`src/rtl/serial_and_pkg.sv`:
```
// Shared types for the serial AND receiver: default word width, the
// bit-count type and the receiver state encoding.
package serial_and_pkg;

    localparam int unsigned DATA_WIDTH = 8;

    typedef logic [$clog2(DATA_WIDTH)-1:0] count_t;

    typedef enum logic {
        COLLECT = 1'b0,
        HOLD    = 1'b1
    } rx_state_t;

endpackage : serial_and_pkg

```
`src/rtl/bit_counter.sv`:
```
// Modulo-data_width bit position counter. Clear beats load-to-1, which beats
// increment; tc_o flags the last bit position of a word.
module bit_counter
    import serial_and_pkg::*;
#(
    parameter int unsigned data_width = DATA_WIDTH,
    parameter int unsigned count_w    = $clog2(data_width)
) (
    input  logic               clk,
    input  logic               reset,
    input  logic               clr_i,
    input  logic               load1_i,
    input  logic               inc_i,
    output logic [count_w-1:0] count_o,
    output logic               tc_o
);

    localparam logic [count_w-1:0] LAST = count_w'(data_width - 1);

    logic [count_w-1:0] count_q;
    logic [count_w-1:0] count_d;

    // NOTE: combinational blocks assign a default first so every path drives
    // the signal and no latch is inferred.
    always_comb begin
        count_d = count_q;
        if (clr_i) begin
            count_d = '0;
        end else if (load1_i) begin
            count_d = count_w'(1);
        end else if (inc_i) begin
            count_d = count_q + count_w'(1);
        end
    end

    // NOTE: state registers use non-blocking assignments so every flop samples
    // the pre-edge values regardless of block ordering.
    always_ff @(posedge clk) begin
        if (reset) begin
            count_q <= '0;
        end else begin
            count_q <= count_d;
        end
    end

    assign count_o = count_q;
    assign tc_o    = (count_q == LAST);

endmodule : bit_counter

```
`src/rtl/serial_and_receiver.sv`:
```
// Assembles LSB-first AND-ed bit pairs into a data_width-bit word and offers
// it on a valid/ready handshake; in_first resynchronises framing mid-word.
module serial_and_receiver
    import serial_and_pkg::*;
#(
    parameter int unsigned data_width = DATA_WIDTH
) (
    input  logic                  clk,
    input  logic                  reset,
    input  logic                  in_valid,
    input  logic                  in_first,
    input  logic                  a_bit,
    input  logic                  b_bit,
    output logic                  in_ready,
    output logic [data_width-1:0] y,
    output logic                  out_valid,
    input  logic                  out_ready,
    output logic                  frame_err
);

    localparam int unsigned COUNT_W = $clog2(data_width);

    rx_state_t             state_q;
    rx_state_t             state_d;
    logic [data_width-1:0] y_q;
    logic [data_width-1:0] y_d;
    logic                  frame_err_q;
    logic                  frame_err_d;

    logic [COUNT_W-1:0]    count;
    logic                  count_tc;
    logic [COUNT_W-1:0]    bit_idx;
    logic                  in_xfer;
    logic                  word_done;

    assign in_ready  = (state_q == COLLECT);
    assign out_valid = (state_q == HOLD);
    assign in_xfer   = in_valid & in_ready;

    // A first-flagged pair always lands in bit 0 and can never close a word.
    assign bit_idx   = in_first ? '0 : count;
    assign word_done = in_xfer & ~in_first & count_tc;

    bit_counter #(
        .data_width (data_width),
        .count_w    (COUNT_W)
    ) u_bit_counter (
        .clk     (clk),
        .reset   (reset),
        .clr_i   (word_done),
        .load1_i (in_xfer & in_first),
        .inc_i   (in_xfer),
        .count_o (count),
        .tc_o    (count_tc)
    );

    always_comb begin
        y_d = y_q;
        if (in_xfer) begin
            y_d[bit_idx] = a_bit & b_bit;
        end
    end

    assign frame_err_d = in_xfer & in_first & (count != '0);

    always_comb begin
        state_d = state_q;
        case (state_q)
            COLLECT: if (word_done) state_d = HOLD;
            HOLD:    if (out_ready) state_d = COLLECT;
            default: state_d = COLLECT;
        endcase
    end

    // NOTE: y is an ordinary register, not a memory, so it is cleared by the
    // synchronous reset along with the control state.
    always_ff @(posedge clk) begin
        if (reset) begin
            state_q     <= COLLECT;
            y_q         <= '0;
            frame_err_q <= 1'b0;
        end else begin
            state_q     <= state_d;
            y_q         <= y_d;
            frame_err_q <= frame_err_d;
        end
    end

    assign y         = y_q;
    assign frame_err = frame_err_q;

endmodule : serial_and_receiver

```
`config.mk`:
```
export PLATFORM = sky130hd
export DESIGN_NAME = serial_and_receiver
export DESIGN_NICKNAME = d
export VERILOG_FILES = /design/src/rtl/serial_and_pkg.sv /design/src/rtl/bit_counter.sv /design/src/rtl/serial_and_receiver.sv
export SDC_FILE = /design/constraint.sdc
export NUM_CORES = 1
export LEC_CHECK = 0
export ABC_CLOCK_PERIOD_IN_PS = 1600
export BUFFER_PORTS_ARGS = -buffer_cell sky130_fd_sc_hd__buf_2
export CORE_MARGIN = 3
export CORE_UTILIZATION = 48
export CTS_CLUSTER_DIAMETER = 40
export CTS_CLUSTER_SIZE = 14
export DETAILED_ROUTE_END_ITERATION = 8
export HOLD_SLACK_MARGIN = 0.03
export PLACE_DENSITY = 0.75
export SLEW_MARGIN = 20
export SYNTH_ARGS = -nofsm -noshare
export SYNTH_HDL_FRONTEND = slang
export SYNTH_HIERARCHICAL = 1
export SYNTH_SLANG_ARGS = --single-unit
```
`constraint.sdc`:
```
create_clock -name clk -period 1.6 [get_ports clk]
set_input_delay 0.08 -clock clk [delete_from_list [all_inputs] [get_ports clk]]
set_output_delay 0.08 -clock clk [all_outputs]
set_load 0.01 [all_outputs]
```
After elaboration in Yosys (flattened, before gate mapping) --
Cells that the tools add are included.
Storage, ports and cells: bits in latches 0, register bits 13, memories 0, input bits 7, ROM bits 0, memory bits (writable) 0
Operators by class: shift-type cells 0, reduce and logical (&&, ||, !) cells 5, bitwise gates (word level) 8, equality and inequality tests 1, mux-type cells 9, divide/modulo/power cells 0, $lt $le $gt $ge 2, add/sub/neg operators 1, multiply operators 0
Operator list (number):
- $bwmux 8 | 1
- $and 1x1->1 | 6
- $mux 1 | 5
- $lt 3x4->1 const B | 1
- $add 3x1->3 const B | 1
- $demux 1 s3 | 1
- $eq 3x3->1 const B | 1
- $ge 3x1->1 const B | 1
- $mux 3 | 1
- $reduce_bool 3->1 | 1
- $reduce_or 3->1 | 1
- $not 1->1 | 2
- $pmux 1 s2 | 1
- $reduce_bool 2->1 | 1
- $reduce_or 2->1 | 1
- $logic_and 1x1->1 | 1

Longest topological paths before layout --
Gate-level depths: netlist of run 1.
depth after elaboration 6, gate-level depth with buffers 5

Cells and area by module --
The synthesis of run 1 kept the hierarchy.
Modules (own cells, without submodules):
- serial_and_receiver | cells an instance 55, sequential area each 200.2 µm², area each 516.7 µm², times used 1
- bit_counter | cells an instance 12, sequential area each 60.1 µm², area each 137.6 µm², times used 1

Worst setup path after synthesis of run 1 --
No wires, ideal clock.
kind reg-to-reg, start point reg u_bit_counter.count_q[2] (netlist: u_bit_counter/count_o[2]), end point reg y_q[4] (netlist: y[4]), required time 1485 ps, path slack 189 ps, period minus slack after synthesis 1411 ps, buffers on the path 1, cell stages (with the launch flop) 5, arrival time 1296 ps, cells stage by stage dfxtp_1 -> buf_6 -> or3b_4 -> o31a_1 -> o21ba_2
On the way: longest elaborated chain between the ends 6, elaborated cells on any way between the ends 7
RTL lines:
- start: declaration | RTL line bit_counter.sv:20 | logic [count_w-1:0] count_q;
- start signal: assignment | RTL line bit_counter.sv:42 | count_q <= count_d;
- $mux 3 * | RTL line serial_and_receiver.sv:41 | assign bit_idx = in_first ? '0 : count;
- $lt 3x4->1 (not written as such) / $ge 3x1->1 (equally long branches) | RTL line serial_and_receiver.sv:60 | y_d[bit_idx] = a_bit & b_bit;
- $logic_and 1x1->1 (not written as such) | RTL line serial_and_receiver.sv:60
- $mux 1 (not written as such) | RTL line serial_and_receiver.sv:60
- $demux 1 s3 * | RTL line serial_and_receiver.sv:60
- $bwmux 8 * | RTL line serial_and_receiver.sv:60
- end signal: assignment | RTL line serial_and_receiver.sv:84 | y_q <= y_d;
- end: declaration | RTL line serial_and_receiver.sv:25 | logic [data_width-1:0] y_q;
Every way passes the cells marked *; elsewhere a longest branch is shown, timed or not. A chain may end at the register's enable or synchronous reset.

Worst setup path in the final report of run 1 --
start point reg state_q (netlist: out_valid), end point reg u_bit_counter.count_q[1] (netlist: u_bit_counter/count_o[1])
On the way: longest elaborated chain between the ends 5, elaborated cells on any way between the ends 6
RTL lines:
- start: declaration | RTL line serial_and_receiver.sv:23 | rx_state_t state_q;
- start signal: assignment | RTL line serial_and_receiver.sv:83 | state_q <= state_d;
- $not 1->1 *
- $and 1x1->1 * | RTL line serial_and_receiver.sv:38 | assign in_xfer = in_valid & in_ready;
- named net in_xfer | RTL line serial_and_receiver.sv:33 | logic in_xfer;
- $and 1x1->1 (2 in a row) | RTL line serial_and_receiver.sv:42 | assign word_done = in_xfer & ~in_first & count_tc;
- $reduce_or 3->1 (no line)
The timed path passes the listed nets; every way through them passes the cells marked *.

==> results of run 1 <==
## per-layer routing
metal	vias to the layer above	global-route usage (%)
met2	12	27.54
met4	0	7.453
met1	270	19.13
li1	294	-
met3	4	3.814
met5	-	0
## how the worst max path moves through the flow
stage,from,to,slack [ns],cells past startpoint
after CTS,u_bit_counter/count_o[0]$_SDFFE_PP0P_,u_bit_counter/count_o[0]$_SDFFE_PP0P_,0.1,5
after floorplan,u_bit_counter/count_o[2]$_SDFFE_PP0P_,y[4]$_SDFFE_PP0P_,0.19,4
after detailed placement,u_bit_counter/count_o[0]$_SDFFE_PP0P_,u_bit_counter/count_o[0]$_SDFFE_PP0P_,0.11,5
final,out_valid$_SDFF_PP0_,u_bit_counter/count_o[1]$_SDFFE_PP0P_,0.14,4
after global placement,u_bit_counter/count_o[0]$_SDFFE_PP0P_,u_bit_counter/count_o[0]$_SDFFE_PP0P_,0.17,5
after global routing,out_valid$_SDFF_PP0_,u_bit_counter/count_o[1]$_SDFFE_PP0P_,0.01,4
## state kept, by name (all words and copies together), names as in the netlist
register / count
frame_err: 1
out_valid: 1
u_bit_counter/count_o: 3
y: 8
## cell families (layout without fill, tap and decap cells)
| kind of cell | count (synthesis) | count (layout) | synth area share, % |
|---|---|---|---|
| buffers and inverters | 4 | 25 | 3.441 |
| flip-flops | 13 | 13 | 39.77 |
| adder cells (fa/ha/maj) | 2 | 2 | 3.823 |
| multiplexers | 3 | 3 | 4.589 |
| AO/OA/AOI/OAI | 17 | 17 | 17.21 |
| AND/OR/NAND/NOR | 27 | 27 | 29.83 |
| XOR/XNOR | 1 | 1 | 1.339 |
## synthesized netlist by cell type, drive strengths merged
| library cell | n | area share (%) |
|---|---|---|
| o21ai | 3 | 2.3 |
| nand2 | 1 | 0.57 |
| a21oi | 6 | 4.6 |
| ha | 2 | 3.8 |
| nand4 | 1 | 0.96 |
| dfxtp | 13 | 40 |
| o41ai | 1 | 1.3 |
| nor3 | 1 | 0.76 |
| inv | 2 | 1.1 |
| nor2 | 2 | 1.1 |
| o31ai | 3 | 3.4 |
| o21ba | 2 | 3.1 |
| nor4 | 3 | 2.9 |
| or4 | 3 | 3.4 |
| buf | 1 | 1.7 |
| mux2i | 3 | 4.6 |
| nor2b | 1 | 0.96 |
| nand3b | 1 | 1.1 |
| o21a | 1 | 1.1 |
| xor2 | 1 | 1.3 |
| o31a | 1 | 1.3 |
| clkbuf | 1 | 0.57 |
| nor3b | 3 | 3.4 |
| nand4bb | 1 | 4.2 |
| or3 | 2 | 1.9 |
| or3b | 1 | 1.7 |
| and2 | 2 | 1.9 |
| nand2b | 5 | 4.8 |
## what timing repair did
| action | CTS | global route |
|---|---|---|
| setup buffers | 0 | 0 |
| setup endpoints to repair | 0 | 3 |
| gates resized for setup | 0 | 1 |
## layout make-up
cell class	instances	area (µm²)
Tap cell	14	17.52
Clock buffer	4	26.28
Inverter	2	7.507
Multi-Input combinational cell	50	376.6
Timing Repair Buffer	19	100.1
Fill cell	107	397.9
Sequential cell	13	260.3
## metrics by stage
stage / instances / hold WS (ns)
floorplan: 67 / 0.1587
global placement: 98 / 0.4189
detailed placement: 98 / 0.4224
CTS: 102 / 0.1267
global route: 102 / 0.1396
finish: 102 / 0.1295
## where the power goes
group | leakage, nW | switching, W | internal (W)
logic | 0.203 | 0.0000399 | 0.0000317
clock network | 0.0150 | 0.000106 | 0.0000966
registers | 0.105 | 0.00000940 | 0.000331
==> impl_metrics.json, run 1 <==
{
  "outcome": "finished, final reports clean",
  "crit_path_end_kind": "register",
  "cts_inserted_buffers": 3,
  "routed.top_layer": "met4",
  "overflow": 0,
  "cts_tree": "done",
  "cp_slowest_stage_delay_ns": 0.38,
  "final_area_um2": 788.3,
  "hp-start": "reset",
  "start_kind": "register",
  "m1WireLength_um": 644,
  "core_um2": 1186,
  "die_width_um": 42.92,
  "p_leak_nw": 0.3237,
  "path_max_fanout": 7,
  "crit_chain": "nand2b_1, inv_1, and2_1, nor4_1",
  "required_ns": 1.78,
  "root_buffer": "clkbuf_4",
  "setup_viol": 0,
  "power_density_nw_per_um2": 779.0,
  "skew_ns": 0.006128,
  "whs_path_depth": 2,
  "antenna_found_initial": 0,
  "critPathArrivalTime_ns": 1.64,
  "rsz0062_at_grt": "no",
  "reg2reg_from": "out_valid$_SDFF_PP0_",
  "die_h_um": 42.92,
  "synthCells": 67,
  "initial_core_util_pct": 55.17,
  "dpl_worst_slack_ns": 0.1146,
  "ir_worst_vdd_v": 0.0004331,
  "tns_ns": 0,
  "post-route-drc-count": 0,
  "num_rows": 12,
  "clk_latency_ns": 0.27,
  "finalCriticalPeriod_ns": 1.462,
  "final_common_cell": "buf_2",
  "num-nets-final": 98,
  "grtUsageTotal_pct": 16.31,
  "path_clk_slew_ns": 0.08,
  "syn2layout_area_growth_pct": 20.46,
  "postCtsHoldBufs": 0,
  "worst_pin_slew_ns": 0.3433,
  "place_area_um2": 757.0,
  "hp-class": "input port to register",
  "r2r_setup_slack_ns": 0.14,
  "syn_nets": 76,
  "avgSynthCellArea_um2": 9.767,
  "cts.sinks": 13,
  "slew_violations": 0,
  "cap_violations": 0,
  "grt_pass1_vias": 507,
  "gp_congestion": 0.8196,
  "synth_cell_type_count": 28,
  "slew_headroom_pct": 77.07,
  "dr.pass1.iters": 3,
  "cpLargestDelayFamily": "simple AND/OR/NAND/NOR gates",
  "crit_buf_inv": 1,
  "routedWlPerCell_um": 13.34,
  "fmax_mhz": 683.8,
  "drt_iter0_drc": 2,
  "antennaDiodeCount": 0,
  "r2r-end": "u_bit_counter/count_o[1]$_SDFFE_PP0P_",
  "holdPathEnd": "y[3]$_SDFFE_PP0P_",
  "cts_max_path_buffers": 2,
  "final_hold_viol_count": 0,
  "critPathKind": "register to register",
  "cts.htree.levels": 1,
  "grt_max_degree": 15,
  "ys.warnings.count": 6,
  "r2r_cells": 4,
  "layout_setup_ws_ns": 0.1375,
  "port_buffers": 17,
  "final_layout_size_suffix_gt1_share_pct": 30.68,
  "grt_pass1_wl_um": 2249,
  "yosysSeqAreaShare_pct": 39.77,
  "ys_ff_latch": 13,
  "met2_length_um": 632,
  "post-route-util_pct": 66.46,
  "die_area_um2": 1842,
  "io-pin-count": 18,
  "num_vias": 580,
  "viasPerCell": 5.686,
  "power_w": 0.0006140,
  "cpMaxStageDelayCell": "dfxtp_1",
  "final.period_utilization_pct": 91.40,
  "wl_met3_um": 58,
  "dpl.hpwl_um": 1036,
  "wl_um": 1361,
  "ant_nets": 0,
  "final_cell_mix": "17 x buf_2, 13 x dfxtp_1, 6 x a21oi_1, 5 x nand2b_1",
  "netlist_area_um2": 654.4
}
Note: power is estimated with default switching activity, not from simulation.
==> run 2, diff against run 1 <==
Settings changed: GPL_TIMING_DRIVEN set to 0.
==> impl_metrics.json, run 2 (synthesized netlist as in run 1, its figures left out) <==
{
  "cpLargestDelayFamily": "compound AO/OA/AOI/OAI gates",
  "num-nets-final": 99,
  "viasPerCell": 5.515,
  "final_cell_mix": "17 x buf_2, 13 x dfxtp_1, 6 x a21oi_1, 5 x nand2b_1",
  "cts_inserted_buffers": 3,
  "place_area_um2": 757.0,
  "final_area_um2": 798.3,
  "initial_core_util_pct": 55.17,
  "cts.htree.levels": 1,
  "overflow": 0,
  "num_vias": 568,
  "path_clk_slew_ns": 0.08,
  "gp_congestion": 0.7421,
  "hp-class": "input port to register",
  "cts_tree": "done",
  "rsz0062_at_grt": "no",
  "grt_pass1_vias": 486,
  "crit_buf_inv": 1,
  "cts_setup_buffers": 0,
  "setup_viol": 0,
  "io-pin-count": 18,
  "drt_iter0_drc": 12,
  "required_ns": 1.77,
  "tns_ns": 0,
  "die_h_um": 42.92,
  "start_kind": "register",
  "path_max_fanout": 9,
  "cpMaxStageDelayCell": "or3b_4",
  "antenna_found_initial": 0,
  "final_layout_size_suffix_gt1_share_pct": 29.21,
  "cp_slowest_stage_delay_ns": 0.39,
  "power_density_nw_per_um2": 771.2,
  "grt_pass1_wl_um": 2194,
  "cap_violations": 0,
  "ant_nets": 0,
  "final.period_utilization_pct": 92.04,
  "port_buffers": 17,
  "root_buffer": "clkbuf_4",
  "worst_pin_slew_ns": 0.4459,
  "antennaDiodeCount": 0,
  "p_leak_nw": 0.3244,
  "num_rows": 12,
  "outcome": "finished, final reports clean",
  "die_area_um2": 1842,
  "largest_register_ffs": 8,
  "cts_max_path_buffers": 2,
  "clk_latency_ns": 0.28,
  "critPathKind": "register to register",
  "core_um2": 1186,
  "skew_ns": 0.004910,
  "ir_worst_vdd_v": 0.0005812,
  "critPathArrivalTime_ns": 1.65,
  "die_width_um": 42.92,
  "crit_path_end_kind": "register",
  "syn2layout_area_growth_pct": 21.99,
  "dr.pass1.iters": 4,
  "fmax_mhz": 679.0,
  "finalCriticalPeriod_ns": 1.473,
  "wl_um": 1353,
  "final_hold_viol_count": 0,
  "slew_violations": 0,
  "cts.sinks": 13,
  "grtUsageTotal_pct": 15.96,
  "grt_max_degree": 11,
  "final_common_cell": "buf_2",
  "dpl.hpwl_um": 1001,
  "crit_chain": "buf_6, or3b_4, o31a_1, o21ba_2",
  "post-route-drc-count": 0,
  "holdWs_ns": 0.1260,
  "routedWlPerCell_um": 13.14,
  "slew_headroom_pct": 70.27
}
## run 2: cell type report
type,count,area (µm²)
Multi-Input combinational cell,50,376.6
Clock buffer,4,26.28
Sequential cell,13,260.3
Inverter,2,7.507
Tap cell,14,17.52
Fill cell,98,387.9
Timing Repair Buffer,18,95.09
Buffer,2,15.01
## run 2: final timing paths
path / startpoint / end / slack [ns] / cells after the start
max: u_bit_counter/count_o[2]$_SDFFE_PP0P_ / y[4]$_SDFFE_PP0P_ / 0.13 / 4
min: out_ready / out_valid$_SDFF_PP0_ / 0.13 / 3
max reg2reg: u_bit_counter/count_o[2]$_SDFFE_PP0P_ / y[4]$_SDFFE_PP0P_ / 0.13 / 4
min reg2reg: y[3]$_SDFFE_PP0P_ / y[3]$_SDFFE_PP0P_ / 0.47 / 2
## run 2: power by group
group          internal (W)   total, W  leakage (nW)  switching, W
logic             0.0000319  0.0000710         0.204     0.0000391
registers          0.000331   0.000342         0.105     0.0000111
clock network     0.0000967   0.000203        0.0150      0.000106
## run 2: per-stage QoR
stage	setup WS, ns	instances	util (%)	power (W)
final	0.1273	103	67.30	0.0006156
after floorplan	0.1892	67	-	0.0003911
after global placement	0.06761	98	63.82	0.0004151
after detailed placement	0.07684	98	63.82	0.0004182
after CTS	0.05376	103	66.88	0.0006212
after global routing	0.07327	103	67.30	0.0006430
## run 2: worst register-to-register path, cell delays in order (launching register included)
cell     delay [ns]
dfxtp_1        0.37
buf_6          0.14
or3b_4         0.40
o31a_1         0.28
o21ba_2        0.19
## run 2: repair_timing
| item | in CTS | in global routing |
|---|---|---|
| hold endpoints to repair | 1 | 0 |
| endpoints found under the setup margin | 0 | 4 |
| gates resized for setup | 0 | 1 |
| hold buffers | 1 | 0 |
## run 2: per-layer routing
layer | track usage [%] | wire length, µm | vias to the layer above
met1 | 20.41 | 624 | 256
met2 | 24.25 | 631 | 13
met4 | 1.863 | 0 | 0
met5 | 0 | 0 | -
li1 | - | - | 299
met3 | 8.475 | 96 | 0
